--- config.mk ---
export PLATFORM = sky130hd
export DESIGN_NAME = hazard_ctrl
export DESIGN_NICKNAME = d
export VERILOG_FILES = /design/src/rtl/hazard_pkg.sv /design/src/rtl/hz_fwd_sel.sv /design/src/rtl/hazard_ctrl.sv
export SDC_FILE = /design/constraint.sdc
export NUM_CORES = 1
export LEC_CHECK = 0
export ABC_AREA = 1
export BUFFER_PORTS_ARGS = -buffer_cell sky130_fd_sc_hd__buf_2
export CORE_MARGIN = 8
export CORE_UTILIZATION = 40
export DETAILED_ROUTE_END_ITERATION = 7
export SLEW_MARGIN = 10
export SYNTH_ARGS = -nofsm -noshare
export SYNTH_HDL_FRONTEND = slang
export SYNTH_SLANG_ARGS = --single-unit
--- constraint.sdc ---
create_clock -name clk -period 1.37 [get_ports clk]
set_input_delay 0.274 -clock clk [delete_from_list [all_inputs] [get_ports clk]]
set_output_delay 0.274 -clock clk [all_outputs]
set_load 0.05 [all_outputs]
--- src/rtl/hazard_pkg.sv ---
// Shared types for the pipeline hazard controller: forwarding selects,
// per-stage shadow tags and the tag match helper.
package hazard_pkg;

    typedef enum logic [1:0] {
        FWD_RF = 2'b00,
        FWD_W  = 2'b01,
        FWD_M  = 2'b10
    } fwd_sel_t;

    typedef struct packed {
        logic       valid;
        logic [3:0] wa3;
        logic       regw;
        logic       memtoreg;
        logic       pcs;
        logic [3:0] ra1;
        logic [3:0] ra2;
    } stage_tag_t;

    localparam stage_tag_t BUBBLE = '0;

    // r15 reads come from the PC path, never from a producer stage
    function automatic logic tag_hit(stage_tag_t t, logic [3:0] ra);
        return t.valid & t.regw & (t.wa3 == ra) & (ra != 4'd15);
    endfunction

endpackage

--- src/rtl/hz_fwd_sel.sv ---
// Exec-stage operand forwarding select for one source port.
// The M stage holds the younger result, so it wins over W.
module hz_fwd_sel
    import hazard_pkg::*;
(
    input  logic [3:0] rax_e,
    input  stage_tag_t tag_m,
    input  stage_tag_t tag_w,
    output fwd_sel_t   sel
);

    logic unused_tag;
    assign unused_tag = ^{tag_m.memtoreg, tag_m.pcs, tag_m.ra1, tag_m.ra2,
                          tag_w.memtoreg, tag_w.pcs, tag_w.ra1, tag_w.ra2};

    always_comb begin
        sel = FWD_RF;
        if (tag_hit(tag_m, rax_e))
            sel = FWD_M;
        else if (tag_hit(tag_w, rax_e))
            sel = FWD_W;
    end

endmodule

--- src/rtl/hazard_ctrl.sv ---
// Hazard controller for the F/D/E/M/W core: forwarding, stall/flush,
// shadow tag pipeline and multi-cycle multiply sequencing.
module hazard_ctrl
    import hazard_pkg::*;
#(
    parameter int MUL_LAT = 4
) (
    input  logic       clk,
    input  logic       reset,
    input  logic [3:0] Ra1D,
    input  logic [3:0] Ra2D,
    input  logic [3:0] WA3D,
    input  logic       RegWriteD,
    input  logic       MemtoRegD,
    input  logic       PCSrcD,
    input  logic       MulD,
    input  logic       CondPassE,
    input  logic       BranchTakenE,
    output logic [1:0] ForwardAE,
    output logic [1:0] ForwardBE,
    output logic       StallF,
    output logic       StallD,
    output logic       StallE,
    output logic       FlushD,
    output logic       FlushE,
    output logic       FlushM
);

    localparam int CNT_W = $clog2(MUL_LAT + 1);
    localparam logic [CNT_W-1:0] BUSY_LOAD = CNT_W'(MUL_LAT - 1);
    localparam logic [CNT_W-1:0] CNT_ONE = CNT_W'(1);

    logic             valid_dec_q, valid_dec_d;
    stage_tag_t       tag_e_q, tag_e_d;
    stage_tag_t       tag_m_q, tag_m_d;
    stage_tag_t       tag_w_q, tag_w_d;
    logic [CNT_W-1:0] busy_q, busy_d;

    logic     mul_busy, ldr_stall, pc_pend;
    logic     stall_d, stall_e, flush_d, flush_e, flush_m;
    fwd_sel_t fwd_a, fwd_b;

    hz_fwd_sel u_fwd_a (
        .rax_e (tag_e_q.ra1),
        .tag_m (tag_m_q),
        .tag_w (tag_w_q),
        .sel   (fwd_a)
    );

    hz_fwd_sel u_fwd_b (
        .rax_e (tag_e_q.ra2),
        .tag_m (tag_m_q),
        .tag_w (tag_w_q),
        .sel   (fwd_b)
    );

    // While a MUL holds E, the E tag is not a load, so no load-use stall
    always_comb begin
        mul_busy  = (busy_q != '0);
        ldr_stall = tag_e_q.valid & tag_e_q.memtoreg & tag_e_q.regw
                  & ((tag_e_q.wa3 == Ra1D) | (tag_e_q.wa3 == Ra2D))
                  & valid_dec_q & ~mul_busy;
        pc_pend   = (valid_dec_q & PCSrcD) | tag_e_q.pcs | tag_m_q.pcs;
        stall_d   = ldr_stall | mul_busy;
        stall_e   = mul_busy;
        flush_d   = pc_pend | tag_w_q.pcs | BranchTakenE;
        flush_e   = ldr_stall | BranchTakenE;
        flush_m   = mul_busy;
    end

    always_comb begin
        valid_dec_d = stall_d ? valid_dec_q : ~flush_d;

        tag_e_d = tag_e_q;
        if (!stall_e) begin
            tag_e_d = BUBBLE;
            if (!flush_e && valid_dec_q) begin
                tag_e_d.valid    = 1'b1;
                tag_e_d.wa3      = WA3D;
                tag_e_d.regw     = RegWriteD;
                tag_e_d.memtoreg = MemtoRegD;
                tag_e_d.pcs      = PCSrcD;
                tag_e_d.ra1      = Ra1D;
                tag_e_d.ra2      = Ra2D;
            end
        end

        tag_m_d = BUBBLE;
        if (!flush_m) begin
            tag_m_d      = tag_e_q;
            tag_m_d.regw = tag_e_q.regw & CondPassE;
            tag_m_d.pcs  = tag_e_q.pcs & CondPassE;
        end

        tag_w_d = tag_m_q;

        busy_d = '0;
        if (mul_busy)
            busy_d = BranchTakenE ? '0 : busy_q - CNT_ONE;
        else if (valid_dec_q && MulD && !stall_e && !flush_e)
            busy_d = BUSY_LOAD;
    end

    always_ff @(posedge clk) begin
        if (reset) begin
            valid_dec_q <= 1'b0;
            tag_e_q     <= BUBBLE;
            tag_m_q     <= BUBBLE;
            tag_w_q     <= BUBBLE;
            busy_q      <= '0;
        end else begin
            valid_dec_q <= valid_dec_d;
            tag_e_q     <= tag_e_d;
            tag_m_q     <= tag_m_d;
            tag_w_q     <= tag_w_d;
            busy_q      <= busy_d;
        end
    end

    always_comb begin
        ForwardAE = reset ? FWD_RF : fwd_a;
        ForwardBE = reset ? FWD_RF : fwd_b;
        StallF    = ~reset & (ldr_stall | pc_pend | mul_busy);
        StallD    = ~reset & stall_d;
        StallE    = ~reset & stall_e;
        FlushD    = ~reset & flush_d;
        FlushE    = ~reset & flush_e;
        FlushM    = ~reset & flush_m;
    end

endmodule

==> results.py <==
metrics = {
    "yosys": {
        "yosysTopAreaCell": "dfxtp_1",
        "yosys_warnings": 0,
        "ys_types": 30,
        "syn_avg_cell_area_um2": 7.34,
        "yosysSeqAreaShare_pct": 40.1,
        "synth_nets": 253,
        "syn_area_um2": 1700,
        "ys_seq_elements": 34,
        "synth_top_area_share_pct": 40.1,
        "synth.area.top_cells": "dfxtp_1 40%, inv_1 10%, nor2_1 9.1%",
        "syn_inst": 231,
    },
    "cells_and_area": {
        "seqCellArea_um2": 707,
        "final_util_pct": 69.9,
        "design_area_um2": 2820,
        "diodes": 0,
        "fillers": 331,
        "finalNonFillerCells": 376,
        "syn_to_final_growth_pct": 66.1,
        "multi_input_area_um2": 990,
        "layout-drive-gt1-share_pct": 53.7,
        "num-nets-final": 347,
    },
    "setup_path": {
        "crit_family": "simple AND/OR/NAND/NOR gates",
        "critPathKind": "reg2out",
        "worstPathCellList": "inv_2 > nor2_1 > nor2_2 > nand3_2 > buf_6 > nor4_4 > buf_6",
        "worst_ep_arrival_time_ns": 1.50,
        "r2r_cells": 12,
        "critPathLaunch": "tag_e_q[4]$_SDFFE_PP0N_",
        "r2r-start": "tag_e_q[12]$_SDFFE_PP0N_",
        "critPathMaxFanout": 4,
        "crit_buf_inv": 3,
        "r2r_end": "tag_e_q[4]$_SDFFE_PP0N_",
        "critical-path-max-stage-delay_ns": 0.36,
        "cp.required_ns": 1.10,
        "reg2reg_setup_slack_ns": -0.17,
        "path_common_cell": "buf_6",
        "worstSetupStartpointType": "flip-flop",
        "critPathSlowestCell": "dfxtp_4",
        "crit_path_end_kind": "output port",
    },
    "clock_network": {
        "clock_path_buffers": 2,
        "cts_tree": "done",
        "htreeDepth": 2,
        "clk_latency_ns": 0.28,
        "clock-root-buffer": "clkbuf_8",
        "cts_buffers": 5,
        "clock-sinks": 34,
        "cts.clk_slew.worst_paths_ns": 0.07,
    },
    "die": {
        "rows": 23,
        "die_x_um": 81.1,
        "start_util_pct": 42.1,
        "die_y_um": 81.1,
        "pin_count": 30,
        "dieArea_um2": 6580,
        "core_area_um2": 4030,
    },
    "global_routing": {
        "grt_usage_pct": 14.3,
        "grt_pass1_wl_mm": 7.40,
        "grt.overflow.total": 0,
        "grt_antenna_before_repair": 0,
        "grt_max_degree": 17,
        "grt_pass1_vias": 1680,
    },
    "sta": {
        "finalClockSkew_ns": 0.00675,
        "relSlewSlack_pct": 78.0,
        "maxSlewViolCount": 0,
        "worst_pin_slew_ns": 0.328,
        "worst_slack_ns": -0.407,
        "tns_ns": -5.54,
        "hold_viol": 0,
        "fmax_mhz": 563,
        "fin_crit_sh_pct": 130,
        "fin_crit_ns": 1.78,
        "setup_violations": 28,
        "timing.hold.ws_ns": 0.221,
        "rsz0062_at_grt": "true",
    },
    "drt": {
        "ant_nets": 0,
        "viasPerCell": 4.47,
        "first_iter_violations": 52,
        "wl_per_cell_um": 12.0,
        "via_count": 1680,
        "drc_errors": 0,
        "drt_first_pass_iters": 4,
        "wirelength_mm": 4.53,
    },
    "hold_path": {
        "whs_path_depth": 3,
        "min_from": "WA3D[3]",
        "worstHoldPathType": "in2reg",
        "min_to": "tag_e_q[14]$_SDFFE_PP0N_",
    },
    "placed_design": {
        "place_area_um2": 2370,
        "dpl.cell_count": 354,
        "port_buffers": 29,
        "globalplace.congestion": 0.809,
        "dp_slack_ns": -0.269,
        "dp_hpwl_mm": 3.01,
    },
    "pwr": {
        "power_density_nw_per_um2": 932,
        "leakagePower_nw": 1.39,
        "ir_drop_v": 0.000795,
        "finalPower_mw": 2.62,
    },
    "outcome": {
        "status": "finished, violations left",
        "violations": "setup timing",
    },
    "job": {
        "maxCapViolCount": 0,
    },
}
Yosys cell counts, drive strengths merged:
| master | number |
|---|---|
| dfxtp | 34 |
| o21a | 1 |
| nand4 | 6 |
| nand3 | 5 |
| ha | 2 |
| a21oi | 4 |
| a31oi | 1 |
| or2 | 1 |
| nor3 | 5 |
| xnor2 | 5 |
| o31ai | 2 |
| nand2 | 37 |
| o22ai | 2 |
| inv | 51 |
| a211oi | 1 |
| o21ai | 3 |
| buf | 5 |
| nor2 | 42 |
| o21bai | 15 |
| nor4 | 2 |
| xor2 | 7 |
routing by layer:
layer | track usage (%) | wire, um
met1 | 16.9 | 2040
met2 | 24.2 | 2250
met4 | 6.43 | 97
met3 | 3.20 | 140
met5 | 0 | 0
cells in the final DEF (no fill, tap or decap), types with 2 or more instances in the layout:
cell type	Yosys	final
inv_6	0	2
nor2_2	1	2
inv_2	6	14
buf_6	0	9
o31ai_1	2	2
clkinv_2	0	2
a21oi_4	0	2
xor2_1	7	7
nor3_2	0	3
dfxtp_4	0	2
nor2_4	0	3
buf_8	1	5
nor3_1	5	2
nand2_2	1	4
inv_1	45	34
nor4_4	0	2
nand2_1	36	30
o21bai_1	6	6
nand2_4	0	3
nor2_1	41	37
o21bai_2	9	9
dfxtp_2	0	15
nand3_2	0	4
buf_2	2	19
clkbuf_8	0	5
nand4_1	5	5
buf_4	1	57
dfxtp_1	34	17
xnor2_1	5	5
sequential cells by signal (all words and copies together) (netlist names):
signal       flops
busy_q           3
tag_e_q         16
valid_dec_q      1
tag_m_q          7
tag_w_q          7
worst max path at each step:
stage	to	slack [ns]	depth (start not counted)
floorplan	ForwardBE[1]	-0.12	6
global placement	StallF	-0.26	11
detailed placement	StallF	-0.27	11
CTS	ForwardAE[0]	-0.41	8
global route	ForwardAE[1]	-0.53	6
finish	ForwardAE[1]	-0.41	7
power breakdown:
group / internal, mW / total, mW / switching [mW]
Combinational: 0.309 / 0.668 / 0.359
Sequential: 1.03 / 1.06 / 0.0323
Clock: 0.535 / 0.896 / 0.361
Total: 1.87 / 2.62 / 0.752
tightest hold or removal path: stages:
cell	delay [ns]
buf_2	0.09
inv_1	0.04
o21bai_1	0.06
kinds of logic after synthesis:
family          synth area share, %
xor+xnor                       6.20
flops                          40.1
compound gates                 13.8
buf+inv                        13.4
fa+ha+maj                      1.48
simple gates                   24.9
timing repair:
item                                   in CTS  in global routing
buffers inserted                            8                  5
endpoints found under the hold margin       0                  0
hold buffers                                0                  0
setup endpoints to repair                  27                 29
pin swaps                                  13                  6
gates resized for setup                    47                 21
gates cloned                                1                  0
area by class of cell:
class	instances	area share (%)
inverters	51	7.24
well taps	50	2.22
clock buffers	5	2.44
repair buffers	92	26.4
multi-input cells	141	35.1
flip-flops and latches	34	25.1
clock inverters	3	1.42
Power figures use the tool's default switching activity.
